--- src/rtl/shift_engine.sv ---
// Serial shift engine: one word out and one word in per transfer, with the
// sample and shift timing paced by edge pulses from the peripheral clock.
module shift_engine #(
  parameter int WIDTH     = 8,
  parameter bit MSB_FIRST = 1'b1
) (
  input  logic             clk,
  input  logic             reset_n,
  input  logic             load_valid,
  input  logic [WIDTH-1:0] load_data,
  output logic             load_ready,
  input  logic             sample_edge,
  input  logic             shift_edge,
  input  logic             serial_in,
  output logic             serial_out,
  input  logic             abort,
  output logic [WIDTH-1:0] rx_data,
  output logic             rx_valid,
  output logic             busy
);

  localparam int CW = $clog2(WIDTH + 1);
  localparam logic [CW-1:0] LAST = CW'(WIDTH - 1);

  typedef enum logic {
    IDLE   = 1'b0,
    ACTIVE = 1'b1
  } state_e;

  state_e           state_q;
  logic [WIDTH-1:0] sr_q;
  logic [CW-1:0]    cnt_q;
  logic             sout_q;
  logic [WIDTH-1:0] rx_q;
  logic             rv_q;

  logic [WIDTH-1:0] smp_d;
  logic [WIDTH-1:0] sr_d;
  logic             load_bit;
  logic             out_bit_d;
  logic             last_smp;

  // New bit enters at the far end from the output end.
  assign smp_d = MSB_FIRST ? {sr_q[WIDTH-2:0], serial_in}
                           : {serial_in, sr_q[WIDTH-1:1]};

  // A shift coinciding with a sample sees the post-sample register.
  assign sr_d      = sample_edge ? smp_d : sr_q;
  assign out_bit_d = MSB_FIRST ? sr_d[WIDTH-1] : sr_d[0];
  assign load_bit  = MSB_FIRST ? load_data[WIDTH-1] : load_data[0];
  assign last_smp  = sample_edge && (cnt_q == LAST);

  always_ff @(posedge clk or negedge reset_n) begin
    if (!reset_n) begin
      state_q <= IDLE;
      sr_q    <= '0;
      cnt_q   <= '0;
      sout_q  <= 1'b0;
      rx_q    <= '0;
      rv_q    <= 1'b0;
    end else begin
      rv_q <= 1'b0;
      unique case (state_q)
        IDLE: begin
          if (load_valid) begin
            sr_q    <= load_data;
            sout_q  <= load_bit;
            cnt_q   <= '0;
            state_q <= ACTIVE;
          end
        end
        ACTIVE: begin
          if (abort) begin
            cnt_q   <= '0;
            state_q <= IDLE;
          end else begin
            if (sample_edge) begin
              sr_q <= smp_d;
              if (last_smp) begin
                rx_q    <= smp_d;
                rv_q    <= 1'b1;
                cnt_q   <= '0;
                state_q <= IDLE;
              end else begin
                cnt_q <= cnt_q + 1'b1;
              end
            end
            if (shift_edge) begin
              sout_q <= out_bit_d;
            end
          end
        end
        default: state_q <= IDLE;
      endcase
    end
  end

  assign load_ready = (state_q == IDLE);
  assign busy       = (state_q == ACTIVE);
  assign serial_out = sout_q;
  assign rx_data    = rx_q;
  assign rx_valid   = rv_q;

endmodule

--- config.mk ---
export PLATFORM = sky130hd
export DESIGN_NAME = shift_engine
export DESIGN_NICKNAME = d
export VERILOG_FILES = /design/src/rtl/shift_engine.sv
export SDC_FILE = /design/constraint.sdc
export NUM_CORES = 1
export LEC_CHECK = 0
export BUFFER_PORTS_ARGS = -buffer_cell sky130_fd_sc_hd__buf_4
export CORE_MARGIN = 2
export CORE_UTILIZATION = 47
export DETAILED_ROUTE_END_ITERATION = 6
export GPL_TIMING_DRIVEN = 1
export PLACE_DENSITY = 0.71
export RECOVER_POWER = 100
export SYNTH_ARGS = -nofsm -noshare
export SYNTH_HDL_FRONTEND = slang
export SYNTH_SLANG_ARGS = --single-unit
--- constraint.sdc ---
create_clock -name clk -period 1.7 [get_ports clk]
set_input_delay 0.17 -clock clk [delete_from_list [all_inputs] [get_ports clk]]
set_output_delay 0.17 -clock clk [all_outputs]
set_load 0.05 [all_outputs]
### Word-level counts from Yosys, hierarchy flattened

Index checks and enable logic that the tools add are counted.

* bits in registers: 23
* input bits: 15
* output and inout bits: 12
* word-level logic and storage cells: 44

* equal/unequal tests: 6
* bitwise gates (word level): 2
* muxes and demuxes: 22
* add/subtract/negate cells: 1
* reductions and logical operators: 6

Operators with widths (number)
* 8-bit 2-to-1 mux: 3
* 4-bit 2-to-1 mux: 4
* 8-bit case mux with 2 select lines: 1
* 1-bit 2-to-1 mux: 11
* 2-bit != test (second input constant): 4
* 4-bit case mux with 2 select lines: 1
* 3-bit AND reduction: 2
* 4-bit by 1-bit adder with 4-bit output (second input constant): 1
* 4-bit by 3-bit equality test with 1-bit output (second input constant): 1
* 1-bit case mux with 2 select lines: 2
* 2-bit AND reduction: 2
* 4-bit AND reduction: 1
* 3-bit != test (second input constant): 1
* 1-bit NOT: 2
* 1-bit logical AND: 1

### Logic depth before layout (Yosys ltp)

* depth in word-level cells: 6
* mapped depth: 4
* mapped depth without buffers: 4

### Least setup slack after synthesis

OpenSTA, ideal clock, no wires.

* path kind: register to register
* start: register state_q, in the netlist busy
* end: register sr_q[0]
* clock period less this slack: 1612 ps
* stages on the path, launching flop included: 5
* required time: 1575 ps
* data arrival time: 1487 ps
* library setup time: 125 ps
* buffers on the path: 1
* slack: 88 ps
* cell sequence: dfrtp_1 nor2b_4 a21o_1 buf_6 mux2_4

* cells in the longest elaborated chain, start to end: 3
* elaborated cells between the ends (all ways): 6
* classes of those cells: eq/ne (3); mux (1); bitwise (1); reduce/logical (1)

RTL lines
* from (decl): RTL line 30 `state_e state_q;`
* from (signal assigned): RTL line 55 `state_q <= IDLE;`
* from (signal assigned): RTL line 69 `state_q <= ACTIVE;`
* from (signal assigned): RTL line 75 `state_q <= IDLE;`
* 1-bit NOT
* 2-bit != test (no line)
* 3-bit AND reduction (no line)
* to (signal assigned): RTL line 66 `sr_q <= load_data;`
* to (signal assigned): RTL line 78 `sr_q <= smp_d;`
* to (decl): RTL line 31 `logic [WIDTH-1:0] sr_q;`

Parallel ways exist; a longest one is shown, timed or not.
A chain may end at the register's enable or synchronous reset.

### Final worst setup path

* start: register state_q, in the netlist busy
* end: register rx_q[4], in the netlist rx_data[4]

* cells in the longest elaborated chain, start to end: 1

RTL lines
* 4-bit AND reduction (no line)
* to (signal assigned): RTL line 80 `rx_q <= smp_d;`
* to (decl): RTL line 34 `logic [WIDTH-1:0] rx_q;`

No other way between the ends.

==> run summary <==
Syn. warnings -> 0
antenna-violating nets left -> 0
Max Cap Viol -> 0
# clock sinks -> 23
P_leak -> 0.684 nW
area delta synth->final -> 16.1%
Commonest cells post-synth -> dfrtp_1 (23), nand3_1 (12), inv_1 (10), o21ai_0 (10), mux2_1 (8)
IO buf count -> 26
clk_skew -> 0.00624 ns
Starting Density -> 50.6%
Starting DRT DRC Count -> 6
Post-Syn Nets -> 113
I/O pin count -> 27
vias in the first global route -> 774
detailed-route via count -> 782
count leader, synth -> dfrtp_1
TritonCTS clock tree -> yes
fin crit share -> 89.9%
post-synthesis xor/xnor area fraction -> 0.768%
CP top delay family -> flip-flops
sequential cell area -> 576 sq um
proportion of synthesized area in mux cells -> 20.0%
GRT Total Usage -> 17.6%
die area -> 2840 sq um
CP Buf/Inv Count -> 1
hold crit path type -> primary input to flop
Peak VDD IR -> 574 uV
Max Slew Vio Count -> 0
multi-input logic area -> 477 sq um
Clock Path Buffers -> 2
clk_lat worst skew -> 0.30 ns
unique cell type count in the Yosys netlist -> 26
global-route wire length before repair -> 3.58 mm
Cells after Synth -> 97
Tmin final -> 1.53 ns
EDFF count, synth -> 0
crit start category -> flop
slowest library cell on the worst path -> dfrtp_1
Die X -> 53.3 um
Vias/cell -> 5.08
GR Overflow Total -> 0
Yosys top cell area share -> 50.4%
Inst Count DP -> 149
post-synthesis compound-gate area fraction -> 7.35%
Simple-Gate Fraction of Synth Area -> 14.9%
fin worst setup slack -> 0.173 ns
antenna cells -> 0
area leader, netlist -> dfrtp_1
Core ar. -> 2250 sq um
num rows -> 17
synthesized area -> 1140 sq um
fillers -> 214
Place WS -> 0.188 ns
CTS resizes -> 0
required time of the critical path -> 1.89 ns
WL final -> 2.09 mm
initial antenna violation count -> 0
FFs w/ async S/R, synth -> 100%
Worst setup EP type -> flop
setup TNS -> 0 ns
status -> finished clean
Root Driver -> clkbuf_4
ys flop type -> dfrtp_1
largest net degree at the start of global routing -> 24
Setup violations, final -> 0
DR WL/cell -> 13.6 um
critical path type -> flop to flop
final hold slack -> 0.0702 ns
fin cells -> 154
worst-path cell chain -> buf_4 > nand2b_1 > nor2_8 > mux2_1
fin util -> 58.8%
DIE HEIGHT -> 53.3 um
pwr dens -> 937 nW/um^2
R2R Setup Slk -> 0.17 ns
share of cells above drive strength 1 -> 19.8%
TritonCTS Buffers -> 3
crit-path max FO -> 12
nets -> 143
Clk pin slew, worst setup/hold paths -> 0.12 ns
synth top area cells -> dfrtp_1 (50%), mux2_4 (9.2%), mux2_1 (7.9%)
Worst Path Arrival -> 1.71 ns
largest family of logic cells by synthesized area -> multiplexers
sequential element share of the synthesized area -> 50.4%
Slew @ Worst Pin -> 1.19 ns
RSZ-0062 raised after global routing -> no
H-tree depth -> 1
Avg Cell Area, Syn -> 11.8 sq um
Rel. slew slack -> 21.0%
routability congestion estimate -> 0.795
post-synthesis register bit count -> 23
DR pass1 iterations -> 4
Hold Fails Final Rpt -> 0
adder-cell share of the synthesized area -> 1.10%
post-DP HPWL -> 1.60 mm
DRC Markers -> 0
Max Fclk -> 0.655 GHz
CP peak stage delay -> 0.46 ns
-- kinds of logic after synthesis --
logic type | after synthesis
XOR/XNOR | 1
AND/OR/NAND/NOR | 25
AO/OA/AOI/OAI | 15
flip-flops | 23
adder cells (fa/ha/maj) | 1
buffers and inverters | 14
multiplexers | 18
-- through the flow --
step                      power, mW  instance area [sq um]
after floorplan               0.958                   1140
after global placement         1.06                   1360
after detailed placement       1.08                   1360
after CTS                      1.32                   1400
after global routing           1.33                   1330
final                          1.24                   1330
-- cell type report --
cell class              instances  area share [%]
clock inverters                 1           0.378
well taps                      28            2.64
inverters                      10            2.83
clock buffers                   3            1.70
flip-flops and latches         23            43.4
multi-input cells              60            36.0
repair buffers                 29            13.0
-- report_power, final --
part           leakage [nW]  internal (mW)  switching, mW
combinational         0.363          0.122          0.182
sequential            0.303          0.629         0.0673
clock                0.0177         0.0875          0.154
total                 0.684          0.839          0.403
-- cells in the final DEF, fill, tap and decap left out --
cell type | Yosys | final
a21o_1 | 1 | 1
a21oi_1 | 2 | 2
buf_4 | 0 | 15
clkbuf_1 | 1 | 12
clkbuf_2 | 0 | 1
clkbuf_4 | 0 | 3
clkinv_2 | 0 | 1
dfrtp_1 | 23 | 23
dlygate4sd3_1 | 0 | 1
ha_1 | 1 | 1
inv_1 | 10 | 10
mux2_1 | 8 | 16
mux2_2 | 2 | 1
mux2i_1 | 1 | 1
nand2_1 | 4 | 4
nand2b_1 | 2 | 2
nand3_1 | 12 | 12
nand4b_1 | 1 | 1
nand4b_4 | 1 | 1
nor2_1 | 1 | 1
nor2_8 | 1 | 1
nor2b_1 | 1 | 1
nor2b_4 | 1 | 1
o211ai_1 | 1 | 1
o21ai_0 | 10 | 10
o32ai_1 | 1 | 1
or2_2 | 1 | 1
xnor2_1 | 1 | 1
-- metal layers --
metal / wire [um] / up-vias / global-route usage (%)
li1: - / 392 / -
met4: 14 / 0 / 7.69
met1: 971 / 373 / 22.4
met5: 0 / - / 0
met2: 1010 / 15 / 29.0
met3: 92 / 2 / 3.11
-- sequential cells by signal, indices dropped and copies added (netlist names) --
name / count
busy: 1
cnt_q: 4
rx_data: 8
rx_valid: 1
serial_out: 1
sr_q: 8
-- repair_timing --
item	CTS	global route
hold endpoints to repair	23	0
buffers inserted	0	0
hold buffers	1	0
-- path summary, 6_finish.rpt --
kind,from,endpoint,cells after the start
min reg2reg,rx_data[6]$_DFFE_PN0P_,rx_data[6]$_DFFE_PN0P_,1
max reg2reg,busy$_DFF_PN0_,rx_data[4]$_DFFE_PN0P_,4
min,load_valid,cnt_q[2]$_DFFE_PN0P_,2
max,busy$_DFF_PN0_,rx_data[4]$_DFFE_PN0P_,4
max in group asynchronous,reset_n,sr_q[6]$_DFFE_PN0P_,2
min in group asynchronous,reset_n,rx_valid$_DFF_PN0_,2
(Power assumes the default switching activity.)
